### config.mk
export PLATFORM = sky130hd
export DESIGN_NAME = sample_hex_dumper
export DESIGN_NICKNAME = d
export VERILOG_FILES = /design/src/rtl/sample_dump_pkg.sv /design/src/rtl/dump_capture_ram.sv /design/src/rtl/sample_hex_dumper.sv
export SDC_FILE = /design/constraint.sdc
export NUM_CORES = 1
export LEC_CHECK = 0
export ABC_AREA = 1
export CORE_ASPECT_RATIO = 2
export CORE_MARGIN = 2
export CORE_UTILIZATION = 60
export DETAILED_ROUTE_END_ITERATION = 10
export GPL_TIMING_DRIVEN = 0
export PLACE_DENSITY = 0.8
export SYNTH_ARGS = -nofsm -noshare
export SYNTH_HDL_FRONTEND = slang
export SYNTH_HIERARCHICAL = 1
export SYNTH_SLANG_ARGS = --single-unit
export TNS_END_PERCENT = 1
### constraint.sdc
create_clock -name clk -period 2.5 [get_ports clk]
set_input_delay 0.25 -clock clk [delete_from_list [all_inputs] [get_ports clk]]
set_output_delay 0.25 -clock clk [all_outputs]
set_load 0.05 [all_outputs]
### src/rtl/sample_dump_pkg.sv
// +--------------------------------------------------------------------------+
// | sample_dump_pkg : opcodes, FSM states and character constants for the    |
// | sample hex dumper.                          Revision: 1.0                |
// +--------------------------------------------------------------------------+
`default_nettype none

package sample_dump_pkg;

  localparam logic [3:0] OP_SNAP  = 4'h1;
  localparam logic [3:0] OP_BURST = 4'h2;

  typedef enum logic [2:0] {
    S_IDLE   = 3'd0,
    S_CAPT   = 3'd1,
    S_FETCH  = 3'd2,
    S_EMIT   = 3'd3,
    S_GUARD  = 3'd4,
    S_WAITTX = 3'd5
  } state_e;

  localparam logic [7:0] CHAR_CR  = 8'h0D;
  localparam logic [7:0] CHAR_LF  = 8'h0A;
  localparam logic [7:0] CHAR_ERR = 8'h3F;
  localparam logic [7:0] RAW_ERR  = 8'hFF;

  // 0..9 -> '0'..'9', 10..15 -> 'A'..'F' ('A' - 10 = 0x37)
  function automatic logic [7:0] hex2asc(input logic [3:0] n);
    return (n < 4'd10) ? (8'h30 + {4'h0, n}) : (8'h37 + {4'h0, n});
  endfunction

endpackage

`default_nettype wire

### src/rtl/dump_capture_ram.sv
// +--------------------------------------------------------------------------+
// | dump_capture_ram : DEPTH x W simple dual-port RAM, registered read port. |
// |                                             Revision: 1.0                |
// +--------------------------------------------------------------------------+
`default_nettype none

module dump_capture_ram
  import sample_dump_pkg::*;
#(
  parameter int DEPTH = 16,
  parameter int W     = 12,
  parameter int AW    = $clog2(DEPTH)
) (
  input  logic          clk,
  input  logic          we,
  input  logic [AW-1:0] waddr,
  input  logic [W-1:0]  wdata,
  input  logic [AW-1:0] raddr,
  output logic [W-1:0]  rdata
);

  logic [W-1:0] mem_q [DEPTH];
  logic [W-1:0] rdata_q;

  // No reset on storage or read register so the array maps onto block RAM.
  always_ff @(posedge clk) begin
    if (we) begin
      mem_q[waddr] <= wdata;
    end
    rdata_q <= mem_q[raddr];
  end

  assign rdata = rdata_q;

endmodule

`default_nettype wire

### src/rtl/sample_hex_dumper.sv
// +--------------------------------------------------------------------------+
// | sample_hex_dumper : command-driven snapshot/burst sample dump to UART.   |
// | SAMPLE_HEX_DUMPER_ASCII_EN selects ASCII hex lines; default is raw.      |
// |                                             Revision: 1.0                |
// +--------------------------------------------------------------------------+
`default_nettype none

module sample_hex_dumper
  import sample_dump_pkg::*;
#(
  parameter int NCH   = 4,
  parameter int W     = 12,
  parameter int DEPTH = 16
) (
  input  logic             clk,
  input  logic             rst_n,
  input  logic [NCH*W-1:0] smp_dat,
  input  logic             smp_stb,
  input  logic             rx_stb,
  input  logic [7:0]       rx_dat,
  input  logic             tx_busy,
  output logic             tx_start,
  output logic [7:0]       tx_dat,
  output logic             busy,
  output logic             cmd_drop
);

  localparam int              AW      = $clog2(DEPTH);
  localparam int              IW      = AW + 1;
  localparam logic [IW-1:0]   DEPTH_I = IW'(DEPTH);
  localparam logic [4:0]      NCH_C   = 5'(NCH);
`ifdef SAMPLE_HEX_DUMPER_ASCII_EN
  localparam int UNIT     = 4;
  localparam int NDIG     = (W + 3) / 4;
  localparam int NCHAR    = NDIG + 2;
  localparam int CW       = $clog2(NDIG + 2);
  localparam int ERR_LAST = 2;
`else
  localparam int UNIT     = 8;
  localparam int NDIG     = (W + 7) / 8;
  localparam int NCHAR    = NDIG;
  localparam int CW       = $clog2(NDIG + 1);
  localparam int ERR_LAST = 0;
`endif
  localparam int SW = UNIT * NDIG;

  function automatic logic [W-1:0] pick(input logic [NCH*W-1:0] d, input logic [3:0] c);
    logic [W-1:0] r;
    r = '0;
    for (int k = 0; k < NCH; k++) begin
      if (c == 4'(k)) r = d[k*W +: W];
    end
    return r;
  endfunction

  state_e          state_q, state_d;
  logic [3:0]      ch_q, ch_d;
  logic            burst_q, burst_d;
  logic            err_q, err_d;
  logic [W-1:0]    snap_q, snap_d;
  logic [SW-1:0]   sh_q, sh_d;
  logic [CW-1:0]   cnt_q, cnt_d;
  logic [IW-1:0]   wr_q, wr_d;
  logic [IW-1:0]   rd_q, rd_d;
  logic            txs_q, txs_d;
  logic [7:0]      txd_q, txd_d;

  logic            ram_we;
  logic [W-1:0]    cap_dat;
  logic [W-1:0]    rd_dat;
  logic [7:0]      cur_char;
  logic            last_char;
  logic            ch_ok;

  assign cap_dat = pick(smp_dat, ch_q);
  assign ch_ok   = {1'b0, rx_dat[3:0]} < NCH_C;

  // Read address follows the next-state index so the word is registered on
  // the edge entering FETCH and can be loaded into the shifter there.
  dump_capture_ram #(
    .DEPTH (DEPTH),
    .W     (W),
    .AW    (AW)
  ) u_ram (
    .clk   (clk),
    .we    (ram_we),
    .waddr (wr_q[AW-1:0]),
    .wdata (cap_dat),
    .raddr (rd_d[AW-1:0]),
    .rdata (rd_dat)
  );

  always_comb begin
    cur_char = 8'h00;
`ifdef SAMPLE_HEX_DUMPER_ASCII_EN
    if (err_q) begin
      cur_char = (cnt_q == '0) ? CHAR_ERR : (cnt_q == CW'(1)) ? CHAR_CR : CHAR_LF;
    end else if (cnt_q < CW'(NDIG)) begin
      cur_char = hex2asc(sh_q[SW-1 -: 4]);
    end else if (cnt_q == CW'(NDIG)) begin
      cur_char = CHAR_CR;
    end else begin
      cur_char = CHAR_LF;
    end
`else
    cur_char = err_q ? RAW_ERR : sh_q[SW-1 -: 8];
`endif
    last_char = (cnt_q == (err_q ? CW'(ERR_LAST) : CW'(NCHAR - 1)));
  end

  always_comb begin
    state_d = state_q;
    ch_d    = ch_q;
    burst_d = burst_q;
    err_d   = err_q;
    snap_d  = snap_q;
    sh_d    = sh_q;
    cnt_d   = cnt_q;
    wr_d    = wr_q;
    rd_d    = rd_q;
    txs_d   = 1'b0;
    txd_d   = txd_q;
    ram_we  = 1'b0;
    case (state_q)
      S_IDLE: begin
        if (rx_stb) begin
          ch_d    = rx_dat[3:0];
          cnt_d   = '0;
          wr_d    = '0;
          rd_d    = '0;
          burst_d = 1'b0;
          err_d   = 1'b0;
          if (ch_ok && rx_dat[7:4] == OP_SNAP) begin
            snap_d  = pick(smp_dat, rx_dat[3:0]);
            state_d = S_FETCH;
          end else if (ch_ok && rx_dat[7:4] == OP_BURST) begin
            burst_d = 1'b1;
            state_d = S_CAPT;
          end else begin
            err_d   = 1'b1;
            state_d = S_EMIT;
          end
        end
      end
      S_CAPT: begin
        if (smp_stb) begin
          ram_we = 1'b1;
          wr_d   = wr_q + 1'b1;
          if (wr_d == DEPTH_I) begin
            rd_d    = '0;
            state_d = S_FETCH;
          end
        end
      end
      S_FETCH: begin
        sh_d    = burst_q ? SW'(rd_dat) : SW'(snap_q);
        cnt_d   = '0;
        state_d = S_EMIT;
      end
      S_EMIT: begin
        if (!tx_busy) begin
          txs_d   = 1'b1;
          txd_d   = cur_char;
          state_d = S_GUARD;
        end
      end
      S_GUARD: begin
        state_d = S_WAITTX;
      end
      S_WAITTX: begin
        if (!tx_busy) begin
          if (last_char) begin
            if (burst_q) begin
              rd_d    = rd_q + 1'b1;
              state_d = (rd_d == DEPTH_I) ? S_IDLE : S_FETCH;
            end else begin
              state_d = S_IDLE;
            end
          end else begin
            cnt_d   = cnt_q + 1'b1;
            sh_d    = sh_q << UNIT;
            state_d = S_EMIT;
          end
        end
      end
      default: state_d = S_IDLE;
    endcase
  end

  always_ff @(posedge clk or negedge rst_n) begin
    if (!rst_n) begin
      state_q <= S_IDLE;
      ch_q    <= '0;
      burst_q <= 1'b0;
      err_q   <= 1'b0;
      snap_q  <= '0;
      sh_q    <= '0;
      cnt_q   <= '0;
      wr_q    <= '0;
      rd_q    <= '0;
      txs_q   <= 1'b0;
      txd_q   <= 8'h00;
    end else begin
      state_q <= state_d;
      ch_q    <= ch_d;
      burst_q <= burst_d;
      err_q   <= err_d;
      snap_q  <= snap_d;
      sh_q    <= sh_d;
      cnt_q   <= cnt_d;
      wr_q    <= wr_d;
      rd_q    <= rd_d;
      txs_q   <= txs_d;
      txd_q   <= txd_d;
    end
  end

  assign tx_start = txs_q;
  assign tx_dat   = txd_q;
  assign busy     = (state_q != S_IDLE);
  assign cmd_drop = rx_stb & (state_q != S_IDLE);

endmodule

`default_nettype wire

==> Word level (Yosys, flattened, before mapping) <==
Memories as Yosys holds them, arrays and structs flattened. A register that Yosys moved wholly into a read port is not among the register bits.
Cells that the tools add are included.
W data, S select, Z words.
{ "totals": {"ramBits": 192, "out_inout_bits": 11, "in_bits": 61, "ff_bits": 58, "memories": 1} }
{ "memory_table": {"columns": ["memory", "words", "word_bits", "read_ports", "rd_ports_with_merged_regs", "write_ports", "line", "rtl"], "rows": [
  ["u_ram.mem_q", 16, 12, 1, 1, 1, "dump_capture_ram.sv:22", "logic [W-1:0] mem_q [DEPTH];"]
]} }
{ "op_classes": {"n_bitwise": 2, "n_eq_ne": 24, "magnitude_cmp": 1, "add_sub_neg": 3, "muxes": 49, "n_reduce_logical": 18} }
{ "ops": {"columns": ["op", "count"], "rows": [
  ["$mux W12", 9],
  ["$mux W5", 8],
  ["$mux W16", 2],
  ["$pmux W16 S2", 1],
  ["$eq A4 B2 Y1 const B", 5],
  ["$mux W3", 6],
  ["$pmux W3 S6", 1],
  ["$ne A2 B2 Y1 const B", 8],
  ["$pmux W5 S3", 1],
  ["$mux W2", 7],
  ["$eq A4 B1 Y1 const B", 3],
  ["$mux W1", 11],
  ["$add A5 B1 Y5 const B", 2],
  ["$eq A5 B5 Y1 const B", 2],
  ["$pmux W5 S2", 1],
  ["$reduce_and A3 Y1", 3],
  ["$reduce_bool A3 Y1", 3],
  ["$logic_not A4 Y1", 2],
  ["$mux W8", 1],
  ["$reduce_and A7 Y1", 1],
  ["$eq A3 B2 Y1 const B", 2],
  ["$eq A3 B3 Y1 const B", 2],
  ["$pmux W2 S3", 1],
  ["$reduce_and A5 Y1", 1],
  ["other kinds (11)", 14]
]} }

==> Depth between registers and ports, before layout <==
{ "logic_depth": {"ltp_word": 7, "mapped_depth": 19, "ltp_nobuf": 16} }

==> By module <==
The synthesis kept the hierarchy.
{ "by_module_without_submodules": {"columns": ["module", "n_inst", "seq_area_each_um2", "area_per_inst_um2", "cells_per_inst"], "rows": [
  ["dump_capture_ram", 1, 6005.8, 8562.0, 813],
  ["sample_hex_dumper", 1, 1451.4, 3691.0, 510]
]} }

==> Worst setup path before layout <==
No wires, ideal clock.
{ "synth_timing": {"path_type": "register to register", "from": "reg wr_q[0]", "to": "reg u_ram.rdata_q[10] (netlist: u_ram/rdata[10]), read port of u_ram.mem_q", "required_ns": 2.386, "stages_incl_launch_ff": 19, "path_slack_ns": 0.365, "n_path_buf": 3, "arrival_time_ns": 2.021, "period_less_slack_ns": 2.135, "cell_sequence": "dfrtp_1 ha_1 nand2_1 nor2_1 nand2_1 nand2_1 nor2_1 nand2_1 nand3_1 nand3_1 buf_4 inv_2 buf_6 buf_6 nand2_1 nand3_1 nand3_1 nand3_1 nand2_1"} }
{ "synth_via": {"elab_chain_cells": 5} }
{ "synth_lines": {"columns": ["element", "line", "rtl"], "rows": [
  ["from (decl)", "sample_hex_dumper.sv:63", "logic [IW-1:0] wr_q, wr_d;"],
  ["from (signal assigned)", "sample_hex_dumper.sv:211", "wr_q <= wr_d;"],
  ["$add A5 B1 Y5", "sample_hex_dumper.sv:148", "wr_d = wr_q + 1'b1;"],
  ["$eq A5 B5 Y1", "sample_hex_dumper.sv:149", "if (wr_d == DEPTH_I) begin"],
  ["$mux W5", "sample_hex_dumper.sv:149", null],
  ["$mux W5", "sample_hex_dumper.sv:146", "if (smp_stb) begin"],
  ["$pmux W5 S3", "sample_hex_dumper.sv:124", "case (state_q)"],
  ["net rd_d[0]", "sample_hex_dumper.sv:64", "logic [IW-1:0] rd_q, rd_d;"],
  ["to (decl)", "dump_capture_ram.sv:23", "logic [W-1:0] rdata_q;"]
]} }
The timed path passes the listed nets, and every way through them passes these cells. The select of a mux whose other input is x is not followed.
A chain may end at the register's enable or synchronous reset.

==> Final worst setup path <==
{ "layout_timing": {"from": "reg wr_q[0]", "to": "reg u_ram.rdata_q[1] (netlist: u_ram/rdata[1]), read port of u_ram.mem_q"} }
The elaborated chain is that of the path after synthesis.

==> summary.txt <==
Floorplanning
  – Die width: 105 um
  – Initial Util: 60.4%
  – Row count: 74
  – # IOs: 72
  – Core area: 20300 sq um
  – Die H: 206 um
  – DIE AREA: 21700 sq um

Cells and area
  – Layout net count: 1486
  – Share of layout cells above drive strength 1: 11.3%
  – Area delta synth->final: 17.8%
  – # fillers: 1452
  – Antenna fix cells: 0

Yosys
  – Number of flops mapped to enable cells by yosys: 192
  – Synth top area share: 47.1%
  – Simple-gate share of the synthesized area: 23.0%
  – Post-synth ARST share: 22.1%
  – Post-Syn Area: 12300 sq um
  – Ys flop type: edfxtp_1
  – Top cell type by total area after synthesis: edfxtp_1
  – Register area share after synthesis: 60.9%
  – Syn Area/Cell: 9.26 sq um
  – Post-synthesis compound-gate area fraction: 5.78%
  – Post-Synth Adder-Cell Area: 0.204%
  – FF+latch count, synth: 262
  – Main combinational cell family by area after synthesis: simple AND/OR/NAND/NOR gates
  – Syn nets: 1386
  – Post-Synth XOR/XNOR Area: 0.143%
  – Yosys warning total: 6
  – Mapped Cells: 1323
  – Yosys cell types: 40
  – Dominant cells by area after synthesis: edfxtp_1, dfrtp_1, nand2_1
  – Mux cell area share after synthesis: 0.327%

Outcome
  – Failing checks: setup timing
  – Status: finished, violations left

Detailed routing
  – Residual DRC: 0
  – DR iter-0 viols: 896
  – DRT Pass-1 Iters: 6
  – Antenna Nets Post-Route: 0
  – Wire per inst: 19.8 um
  – Total number of vias: 9662
  – Final wirelength: 33800 um
  – Via density: 5.66

Timing
  – Period utilization: 107%
  – Final Hold Fails: 0
  – Setup Skew: 0.0227 ns
  – Final setup viols: 12
  – RSZ-0062 raised after global routing: true
  – Fin Setup TNS: -0.743 ns
  – Slew Viols, Final: 0
  – Min cycle time layout: 2.67 ns
  – Least-Margin Pin Slew: 0.817 ns
  – Slew margin rel.: 45.4%
  – Fmax: 375 MHz
  – Fin Hold WS: 0.197 ns
  – Final WS setup: -0.166 ns

Placement
  – Final GP Congestion: 0.962
  – Number of port buffers: 71
  – Post-detail-place hpwl: 23800 um
  – Pre-CTS setup slack: -0.463 ns

GRT
  – Vias in the first global route: 9489
  – First-pass GRT wire length: 50400 um
  – Largest net degree at the start of global routing: 42
  – Total grt overflow: 0
  – Antenna violations before repair: 0
  – GRT Overall Usage: 31.3%

Power
  – Leakage: 6.37 nW
  – Power per Cell Area: 939 nW/um^2
  – Pwr Total: 13.5 mW
  – Maximum VDD drop: 0.646 mV

Job
  – Max Cap Viol: 0

Setup path
  – Crit path DAT: 3.07 ns
  – Crit. End Element: flip-flop
  – Worst Reg2Reg Path Length in Cells: 18
  – Worst Path Max Fanout: 10
  – Crit start category: flip-flop
  – Reg-to-Reg Start: wr_q[0]
  – Crit path kind: reg -> reg
  – Worst R2R End: u_ram/rdata[1]
  – WP data required: 2.91 ns
  – Flop-to-flop setup slack: -0.17 ns

Clocking
  – Total clock buffers created by CTS: 23
  – CTS tree: done
  – CTS Buffer Depth: 3
  – Post-CTS setup buffers: 0
  – TritonCTS Sinks: 262
  – CTS H-Tree Depth: 1
  – Clock Latency Late Sink: 0.53 ns
  – Clock root buffer: clkbuf_16
  – CTS clk-pin slew, worst paths: 0.07 ns

Worst hold path
  – HP Class: in -> async
## power breakdown
group / switching [mW] / internal [mW] / leakage (nW)
clock: 1.57 / 2.32 / 0.405
sequential: 0.266 / 5.77 / 2.61
combinational: 2.66 / 0.963 / 3.36
total: 4.49 / 9.05 / 6.37
## worst max path at each step
stage | startpoint | end | slack [ns] | cells after the start
after floorplan | wr_q[0] | u_ram/rdata[10] | 0.37 | 18
after CTS | wr_q[0] | u_ram/rdata[6] | -0.08 | 18
after global routing | wr_q[0] | u_ram/rdata[6] | -0.23 | 17
after global placement | ch_q[3] | u_ram/mem_q[14][10] | -0.97 | 3
after detailed placement | tx_busy | u_ram/rdata[5] | -0.46 | 11
final | wr_q[0] | u_ram/rdata[1] | -0.17 | 18
## stage by stage
stage          utilization [%]  cell area [sq um]  std cells
4_1_cts                   70.7              14300       1706
2_1_floorplan                -              12300       1323
3_3_place_gp              65.6              13300       1660
5_1_grt                   71.2              14400       1706
6_report                  71.2              14400       1706
3_5_place_dp              65.7              13300       1663
## sequential cells by signal, indices dropped and copies added (netlist names), 4 cells and up
name,count
wr_q,5
u_ram/mem_q,192
snap_q,12
tx_dat,8
u_ram/rdata,12
sh_q,16
ch_q,4
rd_q,5
## routing by layer
layer  vias up  share of wire, %  track usage, %
met2       507                53            57.1
met1      4472                31            31.2
li1       4509                 -               -
met3       174               5.9            3.97
met5         -                 0               0
met4         0               9.4            25.9
## synthesized netlist by cell type, types with 7 or more instances
library cell,count
a21oi_1,31
buf_2,29
buf_6,9
clkbuf_1,9
dfrtp_1,58
dfxtp_1,12
edfxtp_1,192
inv_1,216
inv_2,7
nand2_1,338
nand3_1,190
nor2_1,96
o21a_1,10
o21ai_0,35
o22ai_1,24
## layout by cell type, fill, tap and decap left out, types with 5 or more instances in the layout
cell type        count
buf_2               24
nor2_4               8
clkdlybuf4s50_1     70
nand2_1            334
dfrtp_1             55
bufinv_16            6
nor2_1              74
edfxtp_1           192
nand4_1              6
o21ai_0             33
a31oi_1              5
o211ai_1             5
clkbuf_1             7
nand2_2              6
buf_6               11
nand3_2             18
nand3_1            173
clkbuf_16           23
buf_12               5
a21oi_1             31
buf_4                8
inv_2                6
inv_1              216
o21a_1              10
dfxtp_1             12
nor2_2              20
nor3_1               5
o22ai_1             24
## area by class of cell
class                           instances  area [sq um]  share of cell area [%]
Inverter                              224           846                    5.86
Clock buffer                           24           579                    4.01
Clock inverter                         18           253                    1.75
Timing Repair Buffer                   75           751                    5.20
Sequential cell                       262          7460                    51.7
Buffer                                 57           432                    2.99
Multi-Input combinational cell        780          3780                    26.2
Tap cell                              266           333                    2.31
## logic make-up (layout without fill, tap and decap cells)
logic type / Yosys count / in the layout
compound gates: 120 / 120
xor+xnor: 2 / 2
fa+ha+maj: 2 / 2
buf+inv: 281 / 398
flops: 262 / 262
mux: 4 / 4
simple gates: 652 / 652
## worst max-delay path: stages, from the launching register on
cell and delay [ns]:
dfrtp_2 0.49, ha_4 0.20, nand2_1 0.09, nor2_2 0.05
nand2_1 0.05, nand2_1 0.08, nor2_2 0.14, nand2_2 0.10
nand3_1 0.08, nand3_1 0.09, buf_4 0.18, inv_4 0.09
buf_12 0.16, buf_12 0.15, nand2_1 0.05, nand3_1 0.06
nand3_1 0.22, nand3_1 0.18, nand2_1 0.07
## what timing repair did
| action | 4_1_cts | 5_1_grt |
|---|---|---|
| pin swaps | 1 | 1 |
| resized for setup | 50 | 30 |
| hold endpoints to repair | 17 | 0 |
| endpoints found under the setup margin | 147 | 264 |
| hold buffers | 1 | 0 |
(Power assumes the default switching activity.)
